[src/rtl/dbg_gpio_pkg.sv]
`default_nettype none
// ============================================================================
// Module      : dbg_gpio_pkg
// Description : Shared types and defaults for the debug GPIO output block.
// Revision    : 1.0 - initial release
// ============================================================================
package dbg_gpio_pkg;

    localparam int DEFAULT_CH_NUM  = 4;
    localparam int DEFAULT_PULSE_W = 8;
    localparam int DEFAULT_CNT_W   = 16;

    typedef enum logic [1:0] {
        DBG_OFF    = 2'd0,
        DBG_TOGGLE = 2'd1,
        DBG_PULSE  = 2'd2,
        DBG_LEVEL  = 2'd3
    } dbg_mode_t;

    // Width of the counter read select; a single-channel build still needs one bit.
    function automatic int sel_width(input int ch_num);
        return (ch_num > 1) ? $clog2(ch_num) : 1;
    endfunction

endpackage
`default_nettype wire

[src/rtl/dbg_gpio_out_if.sv]
`default_nettype none
// ============================================================================
// Module      : dbg_gpio_out_if
// Description : Control/status bundle between an event source / config
//               manager (master) and the debug GPIO generator (slave).
// Revision    : 1.0 - initial release
// ============================================================================
interface dbg_gpio_out_if
    import dbg_gpio_pkg::*;
#(
    parameter int CH_NUM  = DEFAULT_CH_NUM,
    parameter int PULSE_W = DEFAULT_PULSE_W,
    parameter int CNT_W   = DEFAULT_CNT_W,
    parameter int SEL_W   = sel_width(CH_NUM)
);
    logic [CH_NUM-1:0]   evt;
    logic [2*CH_NUM-1:0] mode;
    logic [PULSE_W-1:0]  pulse_len;
    logic [SEL_W-1:0]    cnt_sel;
    logic [CH_NUM-1:0]   cnt_clr;
    logic [CNT_W-1:0]    cnt_out;
    logic [CH_NUM-1:0]   gpio_out;

    modport master (
        output evt, mode, pulse_len, cnt_sel, cnt_clr,
        input  cnt_out, gpio_out
    );

    modport slave (
        input  evt, mode, pulse_len, cnt_sel, cnt_clr,
        output cnt_out, gpio_out
    );

endinterface
`default_nettype wire

[src/rtl/dbg_gpio_ch.sv]
`default_nettype none
// ============================================================================
// Module      : dbg_gpio_ch
// Description : One debug channel: two-stage event sampler with rising-edge
//               detect, off/toggle/pulse/level output modes, pulse-stretch
//               counter and a saturating event counter.
// Revision    : 1.0 - initial release
// ============================================================================
module dbg_gpio_ch
    import dbg_gpio_pkg::*;
#(
    parameter int PULSE_W = DEFAULT_PULSE_W,
    parameter int CNT_W   = DEFAULT_CNT_W
) (
    input  wire logic               clk,
    input  wire logic               rst,
    input  wire logic               evt,
    input  wire dbg_mode_t          mode,
    input  wire logic [PULSE_W-1:0] pulse_len,
    input  wire logic               cnt_clr,
    output logic                    gpio,
    output logic [CNT_W-1:0]        cnt
);

    logic               r_ev_q;
    logic               r_ev_qq;
    logic [PULSE_W-1:0] r_pcnt;
    logic               r_gpio;
    logic [CNT_W-1:0]   r_cnt;

    logic               w_rise;
    logic [PULSE_W-1:0] w_len;

    assign w_rise = r_ev_q & ~r_ev_qq;
    // A zero length would give no visible pulse, so it is stretched to one cycle.
    assign w_len  = (pulse_len == '0) ? PULSE_W'(1) : pulse_len;

    // Event sampler keeps running through reset so a level already high at
    // release is not mistaken for a fresh edge.
    always_ff @(posedge clk) begin
        r_ev_q  <= evt;
        r_ev_qq <= r_ev_q;
    end

    // Output and pulse-stretch state per selected mode; any mode other than
    // pulse discards a pulse in progress.
    always_ff @(posedge clk) begin
        if (rst) begin
            r_gpio <= 1'b0;
            r_pcnt <= '0;
        end else begin
            case (mode)
                DBG_OFF: begin
                    r_gpio <= 1'b0;
                    r_pcnt <= '0;
                end
                DBG_TOGGLE: begin
                    if (w_rise) begin
                        r_gpio <= ~r_gpio;
                    end
                    r_pcnt <= '0;
                end
                DBG_PULSE: begin
                    if (w_rise) begin
                        r_pcnt <= w_len;
                        r_gpio <= 1'b1;
                    end else if (r_pcnt > PULSE_W'(1)) begin
                        r_pcnt <= r_pcnt - PULSE_W'(1);
                        r_gpio <= 1'b1;
                    end else begin
                        r_pcnt <= '0;
                        r_gpio <= 1'b0;
                    end
                end
                DBG_LEVEL: begin
                    r_gpio <= r_ev_q;
                    r_pcnt <= '0;
                end
                default: begin
                    r_gpio <= 1'b0;
                    r_pcnt <= '0;
                end
            endcase
        end
    end

    // Saturating edge counter; a clear on the same cycle as an edge wins.
    always_ff @(posedge clk) begin
        if (rst || cnt_clr) begin
            r_cnt <= '0;
        end else if (w_rise && !(&r_cnt)) begin
            r_cnt <= r_cnt + CNT_W'(1);
        end
    end

    assign gpio = r_gpio;
    assign cnt  = r_cnt;

endmodule
`default_nettype wire

[src/rtl/dbg_gpio_out.sv]
`default_nettype none
// ============================================================================
// Module      : dbg_gpio_out
// Description : CH_NUM-channel debug GPIO generator with per-channel mode
//               select and a registered event-counter read port.
// Revision    : 1.0 - initial release
// ============================================================================
module dbg_gpio_out
    import dbg_gpio_pkg::*;
#(
    parameter int CH_NUM  = DEFAULT_CH_NUM,
    parameter int PULSE_W = DEFAULT_PULSE_W,
    parameter int CNT_W   = DEFAULT_CNT_W
) (
    input  wire logic     clk,
    input  wire logic     rst,
    dbg_gpio_out_if.slave bus
);

    localparam int SEL_W = sel_width(CH_NUM);

    logic [CH_NUM-1:0] w_gpio;
    logic [CNT_W-1:0]  w_cnt [CH_NUM];
    logic [CNT_W-1:0]  w_sel_cnt;
    logic [CNT_W-1:0]  r_cnt_out;

    for (genvar gi = 0; gi < CH_NUM; gi++) begin : g_ch
        dbg_gpio_ch #(
            .PULSE_W (PULSE_W),
            .CNT_W   (CNT_W)
        ) u_ch (
            .clk       (clk),
            .rst       (rst),
            .evt       (bus.evt[gi]),
            .mode      (dbg_mode_t'(bus.mode[2*gi +: 2])),
            .pulse_len (bus.pulse_len),
            .cnt_clr   (bus.cnt_clr[gi]),
            .gpio      (w_gpio[gi]),
            .cnt       (w_cnt[gi])
        );
    end

    // Counter read mux; a select beyond the last channel reads as zero.
    always_comb begin
        w_sel_cnt = '0;
        for (int i = 0; i < CH_NUM; i++) begin
            if (bus.cnt_sel == SEL_W'(i)) begin
                w_sel_cnt = w_cnt[i];
            end
        end
    end

    // Register the selected counter for the config read path.
    always_ff @(posedge clk) begin
        if (rst) begin
            r_cnt_out <= '0;
        end else begin
            r_cnt_out <= w_sel_cnt;
        end
    end

    assign bus.gpio_out = w_gpio;
    assign bus.cnt_out  = r_cnt_out;

endmodule
`default_nettype wire
[src/flat_wrapper.sv]
// flat-port wrapper written by rule: the top's interface ports become plain ports
module dbg_gpio_out_flat import dbg_gpio_pkg::*;
#(
    parameter int CH_NUM  = DEFAULT_CH_NUM,
    parameter int PULSE_W = DEFAULT_PULSE_W,
    parameter int CNT_W   = DEFAULT_CNT_W
)
  (clk, rst, bus_evt, bus_mode, bus_pulse_len, bus_cnt_sel, bus_cnt_clr, bus_cnt_out, bus_gpio_out);
  dbg_gpio_out_if #(.CH_NUM(CH_NUM), .PULSE_W(PULSE_W), .CNT_W(CNT_W)) bus_i ();
  input  wire logic clk;
  input  wire logic rst;
  input wire logic [$bits(bus_i.evt)-1:0] bus_evt;
  input wire logic [$bits(bus_i.mode)-1:0] bus_mode;
  input wire logic [$bits(bus_i.pulse_len)-1:0] bus_pulse_len;
  input wire logic [$bits(bus_i.cnt_sel)-1:0] bus_cnt_sel;
  input wire logic [$bits(bus_i.cnt_clr)-1:0] bus_cnt_clr;
  output wire logic [$bits(bus_i.cnt_out)-1:0] bus_cnt_out;
  output wire logic [$bits(bus_i.gpio_out)-1:0] bus_gpio_out;
  assign bus_i.evt = bus_evt;
  assign bus_i.mode = bus_mode;
  assign bus_i.pulse_len = bus_pulse_len;
  assign bus_i.cnt_sel = bus_cnt_sel;
  assign bus_i.cnt_clr = bus_cnt_clr;
  assign bus_cnt_out = bus_i.cnt_out;
  assign bus_gpio_out = bus_i.gpio_out;
  dbg_gpio_out #(.CH_NUM(CH_NUM), .PULSE_W(PULSE_W), .CNT_W(CNT_W)) u_core (.clk(clk), .rst(rst), .bus(bus_i));
endmodule
[config.mk]
export PLATFORM = sky130hd
export DESIGN_NAME = dbg_gpio_out_flat
export DESIGN_NICKNAME = d
export VERILOG_FILES = /design/src/rtl/dbg_gpio_pkg.sv /design/src/rtl/dbg_gpio_out_if.sv /design/src/rtl/dbg_gpio_ch.sv /design/src/rtl/dbg_gpio_out.sv /design/src/flat_wrapper.sv
export SDC_FILE = /design/constraint.sdc
export NUM_CORES = 1
export LEC_CHECK = 0
export CORE_MARGIN = 4
export CORE_UTILIZATION = 25
export CTS_CLUSTER_DIAMETER = 30
export DETAILED_ROUTE_END_ITERATION = 8
export HOLD_SLACK_MARGIN = 0.12
export PLACE_DENSITY = 0.48
export SKIP_LAST_GASP = 1
export SLEW_MARGIN = 15
export SYNTH_ARGS = -nofsm -noshare
export SYNTH_HDL_FRONTEND = slang
export SYNTH_HIERARCHICAL = 1
export SYNTH_SLANG_ARGS = --single-unit
[constraint.sdc]
create_clock -name clk -period 2.4 [get_ports clk]
set_clock_uncertainty 0.15 [all_clocks]
set_input_delay 0.48 -clock clk [delete_from_list [all_inputs] [get_ports clk]]
set_output_delay 0.48 -clock clk [all_outputs]
set_load 0.01 [all_outputs]
Word level (Yosys, flattened, before mapping)
Index checks and enable logic that the tools add are counted.
- input port bits: 28
- output and inout port bits: 20
- flip-flop bits (word level): 124
- eq/ne operators: 19
- reductions and logical operators: 26
- muxes and demuxes: 33
- add/subtract/negate cells: 8
- bitwise logic cells: 12
- $lt $le $gt $ge: 4
- operators with widths (cell ; count):
    $mux W8 ; 9
    $add A16 B1 Y16 const B ; 4
    $mux W16 ; 4
    $pmux W8 S2 ; 4
    $reduce_and A16 Y1 ; 4
    $gt A8 B1 Y1 const B ; 4
    $sub A8 B1 Y8 const B ; 4
    $eq A2 B2 Y1 const B ; 10
    $pmux W1 S4 ; 4
    $mux W1 ; 12
    $reduce_or A3 Y1 ; 4
    $eq A2 B1 Y1 const B ; 5
    $logic_not A2 Y1 ; 5
    $logic_not A8 Y1 ; 1
    $ne A2 B2 Y1 const B ; 4
    $not A1 Y1 ; 8
    $and A1 B1 Y1 ; 4
    $logic_and A1 B1 Y1 ; 4
    $logic_not A1 Y1 ; 4
    $logic_or A1 B1 Y1 ; 4

Depth between registers and ports, before layout
- depth in word-level cells: 5
- gate-level depth with buffers: 6
- gate-level depth less buffers: 6

Modules after synthesis
The synthesis kept the hierarchy.
- modules (own cells, without submodules) (module ; sequential area each (um^2) ; instances ; cells each ; area each (um^2)):
    dbg_gpio_ch ; 540.5 ; 4 ; 173 ; 1487.7
    dbg_gpio_out ; 320.3 ; 1 ; 74 ; 827.0

Least setup slack after synthesis
No wires, ideal clock.
- path kind: register to register
- start: reg u_core.g_ch[1].u_ch.r_cnt[0]
- end: reg u_core.g_ch[1].u_ch.r_cnt[12]
- cell stages (with the launch flop): 7
- slack: 0.512 ns
- library setup time: 0.070 ns
- arrival time: 1.668 ns
- path buffers: 1
- required time: 2.180 ns
- cells stage by stage: dfxtp_1 > ha_1 > nand3b_1 > or3_1 > buf_2 > or4_1 > a21oi_1
- cells in the longest elaborated chain, start to end: 3
- elaborated cells on any way between the ends: 4
- ends and longest elaborated chain (what ; line ; source):
    from (decl) ; dbg_gpio_ch.sv:29 ; logic [CNT_W-1:0] r_cnt;
    from (signal assigned) ; dbg_gpio_ch.sv:92 ; r_cnt <= r_cnt + CNT_W'(1);
    parallel branches: the longest is 3 deep, another holds $add A16 B1 Y16 ; n/a ;
Parallel ways; which one is timed is not known.
A chain may end at the register's enable or synchronous reset.

Final worst setup path
- start: reg u_core.g_ch[2].u_ch.r_cnt[0]
- end: reg u_core.g_ch[2].u_ch.r_cnt[10]
- cells in the longest elaborated chain, start to end: 3
- elaborated cells on any way between the ends: 4
- ends and longest elaborated chain (what ; line):
    from (decl) ; dbg_gpio_ch.sv:29
    from (signal assigned) ; dbg_gpio_ch.sv:92
    parallel branches: the longest is 3 deep, another holds $add A16 B1 Y16 ; n/a
Parallel ways; which one is timed is not known.

==> flow_summary_export.csv <==
group,metric,value,unit
sta,slew_headroom,63.4,%
finish,antenna_cells,0,
sta,finalSetupViolations,0,
hold_path,whs_endpoint,"u_core/g_ch[0].u_ch/r_ev_qq$_DFF_P_",
setup_path,worstPathArrival,2.28,ns
power_and_ir_drop,combPwrFrac,16.0,%
logic_synthesis,async_reset_ff_share,0,%
sta,rsz0062_at_grt,"no",
setup_path,regToRegSetupSlack,0.31,ns
floorplan,initial_core_util,25.3,%
global_route,use_met1,17.6,%
sta,slew_viol_final,0,
finish,final_cell_mix,"dfxtp_1 (124), a21oi_1 (68), nor2_1 (52), nand2_1 (48), clkdlybuf4s50_1 (46)",
global_route,overflow,0,
global_route,use_met3,2.86,%
sta,hold_viol,0,
clock_tree,cts_num_sinks,124,
power_and_ir_drop,power_frac_clock,43.7,%
setup_path,worstSetupStartpointType,"flip-flop",
hold_path,worstHoldStart,"u_core/g_ch[0].u_ch/r_ev_q$_DFF_P_",
clock_tree,cts_root_buf,"clkbuf_16",
finish,fin_nets,891,
logic_synthesis,syn_inst,766,
setup_path,crit_path_end_kind,"flip-flop",
global_route,grt_pass1_wl,29900,µm
finish,fin_area,8280,µm²
global_route,grt_pass1_vias,5675,
global_route,grt-busiest-layer,"met2",
route,drt_pass1_iterations,5,
setup_path,cp.required,2.59,ns
sta,final.min_clock_period,2.09,ns
place,hpwl,13400,µm
route,vias_per_cell,5.05,
clock_tree,cts_made_buffers,17,
power_and_ir_drop,p_sw,1.42,mW
finish,layout_commonest_cell,"dfxtp_1",
global_route,antenna_found_initial,0,
run,timing.max_cap.violations,0,
sta,max_freq,0.479,GHz
logic_synthesis,ys_ff_latch,124,
floorplan,fp.dieW,173,µm
logic_synthesis,synth_compound_area_share,19.9,%
clock_tree,ctsResizeCount,0,
power_and_ir_drop,leakage,2.99,nW
logic_synthesis,yosys_warnings,6,
global_route,grt_usage,12.3,%
logic_synthesis,synth_xor_area_share,1.55,%
place,place.gp.congestion,0.736,
floorplan,die_h,173,µm
logic_synthesis,synth_fa_ha_area_share,5.17,%
finish,area_delta_synth_final,22.1,%
route,wire_per_inst,15.4,µm
clock_tree,htreeDepth,4,
sta,finalSetupTns,0,ns
logic_synthesis,synthMuxAreaShare,6.50,%
power_and_ir_drop,cell_internal_pwr,4.03,mW
hold_path,min_path_cells,0,
hold_path,hold_class,"flip-flop to flip-flop",
sta,finalCritPeriodShare,86.9,%
setup_path,r2r-end,"u_core/g_ch[2].u_ch/cnt[10]$_SDFFE_PP0P_",
power_and_ir_drop,ir_worst_vdd,0.000342,V
setup_path,startpoint,"u_core/g_ch[2].u_ch/cnt[0]$_SDFFE_PP0P_",
logic_synthesis,synth_top_family_by_area,"simple AND/OR/NAND/NOR gates",
setup_path,worstRegToRegCells,5,
place,postPlaceCellArea,7740,µm²
power_and_ir_drop,p_per_area,659,nW/µm²
floorplan,core,26800,µm²
global_route,use_met2,18.7,%
logic_synthesis,syn_area_per_cell,8.85,µm²
logic_synthesis,synth_area,6780,µm²
clock_tree,cts_tree,"built",
floorplan,die-area,29800,µm²
logic_synthesis,synth.distinct_cells,46,
setup_path,worstPathMaxFanout,8,
setup_path,reg2reg_from,"u_core/g_ch[2].u_ch/cnt[0]$_SDFFE_PP0P_",
clock_tree,clock_latency,0.42,ns
setup_path,crit_type,"flip-flop to flip-flop",
logic_synthesis,synth_flop_cell,"dfxtp_1",
logic_synthesis,synth-simple-area-share,26.3,%
route,dr.first_iter.drc_count,367,
clock_tree,clk_pin_slew,0.06,ns
route,vias,5999,
clock_tree,post_cts_buffers,0,
sta,worst_pin_slew,0.549,ns
route,drc,0,
place,port-buffer-count,47,
route,wirelength,18300,µm
power_and_ir_drop,seq_power_share,40.3,%
global_route,grt_max_degree,24,
route,ant_nets,0,
clock_tree,clock_tree.buffer_depth,2,
floorplan,fp-row-count,60,
run_status,outcome,"finished, final reports clean",
logic_synthesis,synth_edf_count,0,
clock_tree,cts_hold_buf,0,
floorplan,io_pins,48,
logic_synthesis,synth_nets,822,
logic_synthesis,synth_seq_area_share,36.6,%
finish,layout-drive-gt1-share,10.2,%
power_and_ir_drop,p_sw_share,26.1,%
[critical path: stages (launching register included)]
cell	delay, ns
dfxtp_1	0.40
ha_1	0.23
nand3b_1	0.20
or3_1	0.46
or4_1	0.42
a21oi_1	0.15
[worst max-delay path by stage]
stage | slack, ns | to | cells past startpoint
after floorplan | 0.51 | u_core/g_ch[1].u_ch/cnt[12]$_SDFFE_PP0P_ | 6
after global placement | 0.26 | u_core/g_ch[1].u_ch/r_pcnt[7]$_SDFF_PP0_ | 6
after detailed placement | 0.22 | u_core/g_ch[1].u_ch/r_pcnt[7]$_SDFF_PP0_ | 6
after CTS | 0.31 | u_core/g_ch[2].u_ch/cnt[10]$_SDFFE_PP0P_ | 5
after global routing | 0.11 | u_core/g_ch[0].u_ch/cnt[7]$_SDFFE_PP0P_ | 5
final | 0.31 | u_core/g_ch[2].u_ch/cnt[10]$_SDFFE_PP0P_ | 5
[stage by stage]
stage          hold WS (ns)  worst slack [ns]  total power, mW  util (%)  std cells
4_1_cts               0.320             0.307             5.53      30.9       1187
3_3_place_gp          0.306             0.259             3.12      28.9       1157
5_1_grt               0.337             0.110             5.73      30.9       1187
2_1_floorplan         0.246             0.512             2.87         -        766
3_5_place_dp          0.311             0.223             3.11      28.9       1157
6_report              0.315             0.314             5.46      30.9       1187
[cell usage after synthesis, types with 16 or more instances]
master   count  area, µm²
dfxtp_1    124       2480
or3_1       44        275
nand2_1     48        180
nand3_1     16       80.1
ha_1        28        350
nor2_1      52        195
o31ai_1     32        240
o22ai_1     16        100
a21oi_1     68        340
or4_1       28        210
mux2i_1     44        440
o21ai_0     36        180
nand4_1     24        150
inv_1       32        120
[area by class of cell]
type | count | area [µm²]
well taps | 341 | 427
fillers | 2796 | 18500
multi-input cells | 586 | 4030
repair buffers | 74 | 681
inverters | 32 | 120
flip-flops and latches | 124 | 2480
clock inverters | 7 | 67.6
clock buffers | 23 | 468
[cells by family after synthesis]
family | after synthesis
XOR/XNOR | 12
AO/OA/AOI/OAI | 204
adder cells (fa/ha/maj) | 28
flip-flops | 124
multiplexers | 44
AND/OR/NAND/NOR | 298
buffers and inverters | 56
[layer usage]
metal  share of wire (%)  vias up
met4                0.79        0
met5                   0        -
met1                  51     2822
li1                    -     3070
met3                 3.5        9
met2                  44       98
[state kept, by name (all words and copies together), names as in the netlist]
signal and cells:
u_core/g_ch.u_ch/cnt 64, u_core/g_ch.u_ch/r_pcnt 32, u_core/bus.cnt_out 16, u_core/g_ch.u_ch/gpio 4, u_core/g_ch.u_ch/r_ev_q 4, u_core/g_ch.u_ch/r_ev_qq 4
[power by group through the flow]
stage               Combinational (mW)  Clock, mW  Sequential [mW]
floorplan                        0.648          0             2.23
global placement                 0.873          0             2.24
detailed placement               0.867          0             2.24
CTS                              0.874       2.45             2.20
global route                     0.958       2.56             2.21
finish                           0.871       2.39             2.20
No activity file was read; power rests on OpenSTA's default activity.
